[config.mk]
export PLATFORM = sky130hd
export DESIGN_NAME = vec_result_writeback_flat
export DESIGN_NICKNAME = d
export VERILOG_FILES = /design/src/rtl/vec_result_writeback_if.sv /design/src/rtl/vec_result_writeback.sv /design/src/flat_wrapper.sv
export SDC_FILE = /design/constraint.sdc
export NUM_CORES = 2
export LEC_CHECK = 0
export CORE_AREA = 4 4 599 601
export DETAILED_ROUTE_END_ITERATION = 7
export DIE_AREA = 0 0 603 605
export MAX_ROUTING_LAYER = met4
export SYNTH_ARGS = -nofsm -noshare
export SYNTH_HDL_FRONTEND = slang
export SYNTH_SLANG_ARGS = --single-unit
[constraint.sdc]
create_clock -name clk -period 106.9 [get_ports clk]
set_clock_uncertainty 0.1 [all_clocks]
set_input_delay 21.38 -clock clk [delete_from_list [all_inputs] [get_ports clk]]
set_output_delay 21.38 -clock clk [all_outputs]
set_load 0.01 [all_outputs]
[src/rtl/vec_result_writeback_if.sv]
// Result/write-port bundle between the vector ALU, the writeback block and the
// register file: ALU valid/ready side plus the single-cycle write strobe side.
interface vec_result_writeback_if #(
    parameter int LANES  = 16,
    parameter int ELEM_W = 32,
    parameter int ADDR_W = 2
);
    logic                        in_valid;
    logic                        in_ready;
    logic [LANES*2*ELEM_W-1:0]   in_data;
    logic [ADDR_W-1:0]           in_dst_lo;
    logic [ADDR_W-1:0]           in_dst_hi;
    logic                        in_narrow;
    logic                        wr_en;
    logic [ADDR_W-1:0]           wr_addr;
    logic [LANES*ELEM_W-1:0]     wr_data;
    logic                        busy;
    logic                        done;

    modport master (
        output in_valid, in_data, in_dst_lo, in_dst_hi, in_narrow,
        input  in_ready, wr_en, wr_addr, wr_data, busy, done
    );

    modport slave (
        input  in_valid, in_data, in_dst_lo, in_dst_hi, in_narrow,
        output in_ready, wr_en, wr_addr, wr_data, busy, done
    );
endinterface

[src/rtl/vec_result_writeback.sv]
// Narrows a 16x64-bit ALU result onto the 512-bit register write port in two writes.
// Optional VWB_SATURATE_NARROW_EN: in_narrow selects a single saturating write.
module vec_result_writeback #(
    parameter int LANES  = 16,
    parameter int ELEM_W = 32,
    parameter int ADDR_W = 2
) (
    input  logic                  clk,
    input  logic                  rst,
    vec_result_writeback_if.slave bus
);
    localparam int LW = 2 * ELEM_W;
    localparam int DW = LANES * ELEM_W;

    typedef enum logic [1:0] {
        IDLE,
        WR_LO,
        WR_HI
    } state_t;

    state_t state, state_nx;

    logic              accept;
    logic              narrow_in;
    logic [DW-1:0]     lo_words;
    logic [DW-1:0]     hi_words;
    logic [DW-1:0]     sat_words;

    logic [DW-1:0]     cap_hi;
    logic [ADDR_W-1:0] cap_dst_hi;
    logic              cap_narrow;

    logic              wr_en_q,   wr_en_nx;
    logic [ADDR_W-1:0] wr_addr_q, wr_addr_nx;
    logic [DW-1:0]     wr_data_q, wr_data_nx;
    logic              done_q,    done_nx;

    for (genvar g = 0; g < LANES; g++) begin : g_lane
        logic [LW-1:0] lane;
        assign lane = bus.in_data[g*LW +: LW];
        assign lo_words[g*ELEM_W +: ELEM_W] = lane[ELEM_W-1:0];
        assign hi_words[g*ELEM_W +: ELEM_W] = lane[LW-1:ELEM_W];
`ifdef VWB_SATURATE_NARROW_EN
        // In range only when the top 33 bits are all copies of the sign.
        logic in_range;
        assign in_range = (&lane[LW-1:ELEM_W-1]) | ~(|lane[LW-1:ELEM_W-1]);
        assign sat_words[g*ELEM_W +: ELEM_W] =
            in_range  ? lane[ELEM_W-1:0] :
            lane[LW-1] ? {1'b1, {(ELEM_W-1){1'b0}}} :
                         {1'b0, {(ELEM_W-1){1'b1}}};
`else
        assign sat_words[g*ELEM_W +: ELEM_W] = lane[ELEM_W-1:0];
`endif
    end

`ifdef VWB_SATURATE_NARROW_EN
    assign narrow_in = bus.in_narrow;
`else
    logic unused_narrow;
    assign unused_narrow = bus.in_narrow;
    assign narrow_in     = 1'b0;
`endif

    assign bus.in_ready = (state == IDLE) || (state == WR_HI);
    assign accept       = bus.in_valid && bus.in_ready;

    always_comb begin
        state_nx   = state;
        wr_en_nx   = 1'b0;
        wr_addr_nx = wr_addr_q;
        wr_data_nx = wr_data_q;
        done_nx    = 1'b0;
        unique case (state)
            IDLE:    if (accept) state_nx = WR_LO;
            WR_LO:   state_nx = cap_narrow ? IDLE : WR_HI;
            WR_HI:   state_nx = accept ? WR_LO : IDLE;
            default: state_nx = IDLE;
        endcase
        // Outputs are loaded one edge early so they line up with the state.
        if (accept) begin
            wr_en_nx   = 1'b1;
            wr_addr_nx = bus.in_dst_lo;
            wr_data_nx = narrow_in ? sat_words : lo_words;
            done_nx    = narrow_in;
        end else if (state == WR_LO && !cap_narrow) begin
            wr_en_nx   = 1'b1;
            wr_addr_nx = cap_dst_hi;
            wr_data_nx = cap_hi;
            done_nx    = 1'b1;
        end
    end

    always_ff @(posedge clk or posedge rst) begin
        if (rst) begin
            state      <= IDLE;
            cap_hi     <= '0;
            cap_dst_hi <= '0;
            cap_narrow <= 1'b0;
            wr_en_q    <= 1'b0;
            wr_addr_q  <= '0;
            wr_data_q  <= '0;
            done_q     <= 1'b0;
        end else begin
            state     <= state_nx;
            wr_en_q   <= wr_en_nx;
            wr_addr_q <= wr_addr_nx;
            wr_data_q <= wr_data_nx;
            done_q    <= done_nx;
            if (accept) begin
                cap_hi     <= hi_words;
                cap_dst_hi <= bus.in_dst_hi;
                cap_narrow <= narrow_in;
            end
        end
    end

    assign bus.wr_en   = wr_en_q;
    assign bus.wr_addr = wr_addr_q;
    assign bus.wr_data = wr_data_q;
    assign bus.done    = done_q;
    assign bus.busy    = (state != IDLE);
endmodule

[src/flat_wrapper.sv]
// flat-port wrapper written by rule: the top's interface ports become plain ports
module vec_result_writeback_flat 
#(
    parameter int LANES  = 16,
    parameter int ELEM_W = 32,
    parameter int ADDR_W = 2
)
  (clk, rst, bus_in_valid, bus_in_data, bus_in_dst_lo, bus_in_dst_hi, bus_in_narrow, bus_in_ready, bus_wr_en, bus_wr_addr, bus_wr_data, bus_busy, bus_done);
  vec_result_writeback_if #(.LANES(LANES), .ELEM_W(ELEM_W), .ADDR_W(ADDR_W)) bus_i ();
  input  logic clk;
  input  logic rst;
  input wire logic [$bits(bus_i.in_valid)-1:0] bus_in_valid;
  input wire logic [$bits(bus_i.in_data)-1:0] bus_in_data;
  input wire logic [$bits(bus_i.in_dst_lo)-1:0] bus_in_dst_lo;
  input wire logic [$bits(bus_i.in_dst_hi)-1:0] bus_in_dst_hi;
  input wire logic [$bits(bus_i.in_narrow)-1:0] bus_in_narrow;
  output wire logic [$bits(bus_i.in_ready)-1:0] bus_in_ready;
  output wire logic [$bits(bus_i.wr_en)-1:0] bus_wr_en;
  output wire logic [$bits(bus_i.wr_addr)-1:0] bus_wr_addr;
  output wire logic [$bits(bus_i.wr_data)-1:0] bus_wr_data;
  output wire logic [$bits(bus_i.busy)-1:0] bus_busy;
  output wire logic [$bits(bus_i.done)-1:0] bus_done;
  assign bus_i.in_valid = bus_in_valid;
  assign bus_i.in_data = bus_in_data;
  assign bus_i.in_dst_lo = bus_in_dst_lo;
  assign bus_i.in_dst_hi = bus_in_dst_hi;
  assign bus_i.in_narrow = bus_in_narrow;
  assign bus_in_ready = bus_i.in_ready;
  assign bus_wr_en = bus_i.wr_en;
  assign bus_wr_addr = bus_i.wr_addr;
  assign bus_wr_data = bus_i.wr_data;
  assign bus_busy = bus_i.busy;
  assign bus_done = bus_i.done;
  vec_result_writeback #(.LANES(LANES), .ELEM_W(ELEM_W), .ADDR_W(ADDR_W)) u_core (.clk(clk), .rst(rst), .bus(bus_i));
endmodule
==> metrics.txt <==
status=completed; Arr. time, crit path=approximately 28 ns; Inserted Clock Buffers=139; final worst path period share=0.253; Die H=around 600 µm; initial antenna violation count=111; post-cts repair resize count=0; Die Footprint=365000 µm²; RSZ-0062 raised after global routing=false; DRC viols=0; endpoints failing hold=0; Seq/Total Area, Yosys=0.607; Post-Synth Simple-Gate Area=0.262; I/O pin count=between 1500 and 2000; fmax=0.0370 GHz; synth top area cells=dfrtp_1 (61%), nand2_1 (14%), o22ai_1 (7.3%); Yosys Warn Count=0; Worst-path clk slew=0.06 ns; Finished Layout Cells=10779; slew margin rel.=0.218; Post-synth EDFFs=0; crit path cell chain=clkdlybuf4s50_1 -> inv_8 -> buf_4 -> buf_4 -> buf_4 -> buf_4 -> buf_4 -> buf_4; commonest non-fill, non-tap cells in the layout=clkdlybuf4s50_1 (1545), nand2_1 (1543), dfrtp_1 (1030); Core Region=353000 µm²; Setup Viol. Count Final=0; first-pass GRT wire length=approximately 380000 µm; Syn Inst Count=4487; WL/cell=about 28 µm; share of the synthesized area in the top cell type=0.607; Period minus WS final=27.03 ns; CTS tree=done; XOR/XNOR Fraction of Synth Area=0; slowest stage cell, crit path=buf_4; CP bufs+invs=8; DP HPWL=240000 µm; Port Buf Inserts=around 1500; Hold Slack=between 0.3 and 0.4 ns; setup_tns=0 ns; area of the mapped netlist=42600 µm²; largest net degree at the start of global routing=201; pwr dens=19.2 nW/µm²; Distinct cells, synth=21; cell family with most CP delay=buffers and inverters; P&R area growth vs syn=57.5%; post-synthesis mux area share=0.00400; R2R Path End=u_core.cap_hi[57]$_DFFE_PP0N_; Skew-Pair Late Insertion Delay=~0.8 ns; leading cell type in the layout, fill and taps excluded=clkdlybuf4s50_1; vias=39346; Clock Path Buffers=4; register-to-register setup slack=102.19 ns; critical path peak fanout=96; Stages on worst setup path=8; Max Cap Viol=0; Post-CTS Setup Repair Bufs=0; clock sinks=between 1000 and 1500; Clk Tree Root Cell=clkbuf_16; post-route ant nets=0; ys async rst share=1.00; fillers=39210; fin. max-slew vios=0; chip width=603 µm; Avg Synthesized Cell Area=around 9.5 µm²; GRT Resource Usage Total=0.160; largest family of logic cells by synthesized area=simple AND/OR/NAND/NOR gates; VDD IR max=approximately 0.000012 V; vias in the first global route=38554; Post-Synth Adder-Cell Area=0; crit path launch type=input port; worst slew pin tran=1.17 ns; Setup crit end=u_core.cap_hi[243]$_DFFE_PP0N_; crit path from=rst; critical path's largest stage delay=0.85 ns; H-tree depth=4; Leak=27.7 nW; Synth Area in Compound Gates=0.0781; CP most frequent cell=buf_4; CP endpoint kind=asynchronous set/reset pin; DR vias/cell=around 3.7; Initial Util=0.121; fraction of layout cells with a size suffix above 1=0.0742; Worst R2R Start=u_core.state[0]$_DFFE_PP0P_; r2r worst-path depth=8; flops & latches, synth=a little over 1000; DR iter-0 viols=3727; Overflow after GRT=0; nets@finish=6916; Hold Buf Count CTS=0; # placed instances=between 10000 and 15000; num rows=218; routed wire length=297000 µm; router iterations before antenna repair=5; syn_nets=5519; Yosys top cell by area=dfrtp_1; CP required=between 100 and 150 ns; CP Class=input port to asynchronous set/reset pin; GPL Wtd Cong=0.963; Tightest Hold Check Type=register to register; ys flop type=dfrtp_1
-- synthesized netlist by cell type (2+ instances only) --
library cell,instances
a211oi_1,17
a21oi_1,17
buf_1,13
buf_2,180
buf_4,10
buf_6,65
buf_8,2
clkbuf_1,75
dfrtp_1,1032
inv_1,3
inv_2,2
mux2i_1,17
nand2_1,1543
nor2_1,497
nor2b_1,17
nor3_1,323
nor3_2,174
o22ai_1,497
-- sequential cells by signal, summed over array words and instances (netlist names) --
| name | cells |
|---|---|
| u_core.bus.done | 1 |
| u_core.bus.wr_addr | 2 |
| u_core.bus.wr_data | 512 |
| u_core.bus.wr_en | 1 |
| u_core.cap_dst_hi | 2 |
| u_core.cap_hi | 512 |
| u_core.state | 2 |
-- per-layer routing --
| layer | up-vias | routed length (µm) | track usage |
|---|---|---|---|
| met5 | - | 0 | - |
| met4 | 0 | 11300 | 0.0532 |
| met3 | 390 | 36600 | 0.0782 |
| met2 | 1611 | 128000 | 0.230 |
| met1 | 19463 | 122000 | 0.193 |
| li1 | 17882 | - | - |
-- worst min-delay path: cells and delay by family, from the launching register on --
family	cells	cell delay (ns)
DFF	1	0.34
and+or+nand+nor	2	0.11
-- area by class of cell --
cell class	count	area [µm²]	area share
diodes	63	158	0.00235
clock buffers	201	4000	0.0596
clock inverters	42	444	0.00663
inverters	5	41.3	0.000616
multi-input cells	3105	14600	0.219
flip-flops and latches	1032	25800	0.385
well taps	4730	5920	0.0883
repair buffers	1601	16000	0.238
-- power by group --
part / internal [mW] / total (mW) / switching, mW
Sequential: 0.451 / 0.492 / 0.0412
Clock: 0.273 / 0.472 / 0.198
Combinational: 0.133 / 0.323 / 0.190
-- through the flow --
step	util	power (mW)	setup WS (ns)	area [µm²]
after CTS	0.190	1.31	79.66	66800
after floorplan	-	0.605	56.38	42600
final	0.190	1.29	79.87	67000
after global placement	0.177	0.827	78.76	62400
after detailed placement	0.177	0.829	78.76	62400
after global routing	0.190	1.35	79.02	67000
-- worst min-delay path by stage --
stage,from,to,depth (start not counted)
2_1_floorplan,u_core.cap_dst_hi[1]$_DFFE_PP0N_,u_core.cap_dst_hi[1]$_DFFE_PP0N_,2
3_3_place_gp,u_core.cap_hi[439]$_DFFE_PP0N_,u_core.cap_hi[439]$_DFFE_PP0N_,2
3_5_place_dp,u_core.cap_hi[413]$_DFFE_PP0N_,u_core.cap_hi[413]$_DFFE_PP0N_,2
4_1_cts,u_core.cap_hi[120]$_DFFE_PP0N_,u_core.cap_hi[120]$_DFFE_PP0N_,2
5_1_grt,u_core.cap_hi[92]$_DFFE_PP0N_,u_core.cap_hi[92]$_DFFE_PP0N_,2
6_report,u_core.cap_hi[385]$_DFFE_PP0N_,u_core.cap_hi[385]$_DFFE_PP0N_,2
-- kinds of logic after synthesis --
family                 after synthesis
AND/OR/NAND/NOR                   2557
flip-flops                        1032
AO/OA/AOI/OAI                      531
buffers and inverters              350
multiplexers                        17
(Power assumes the default switching activity.)
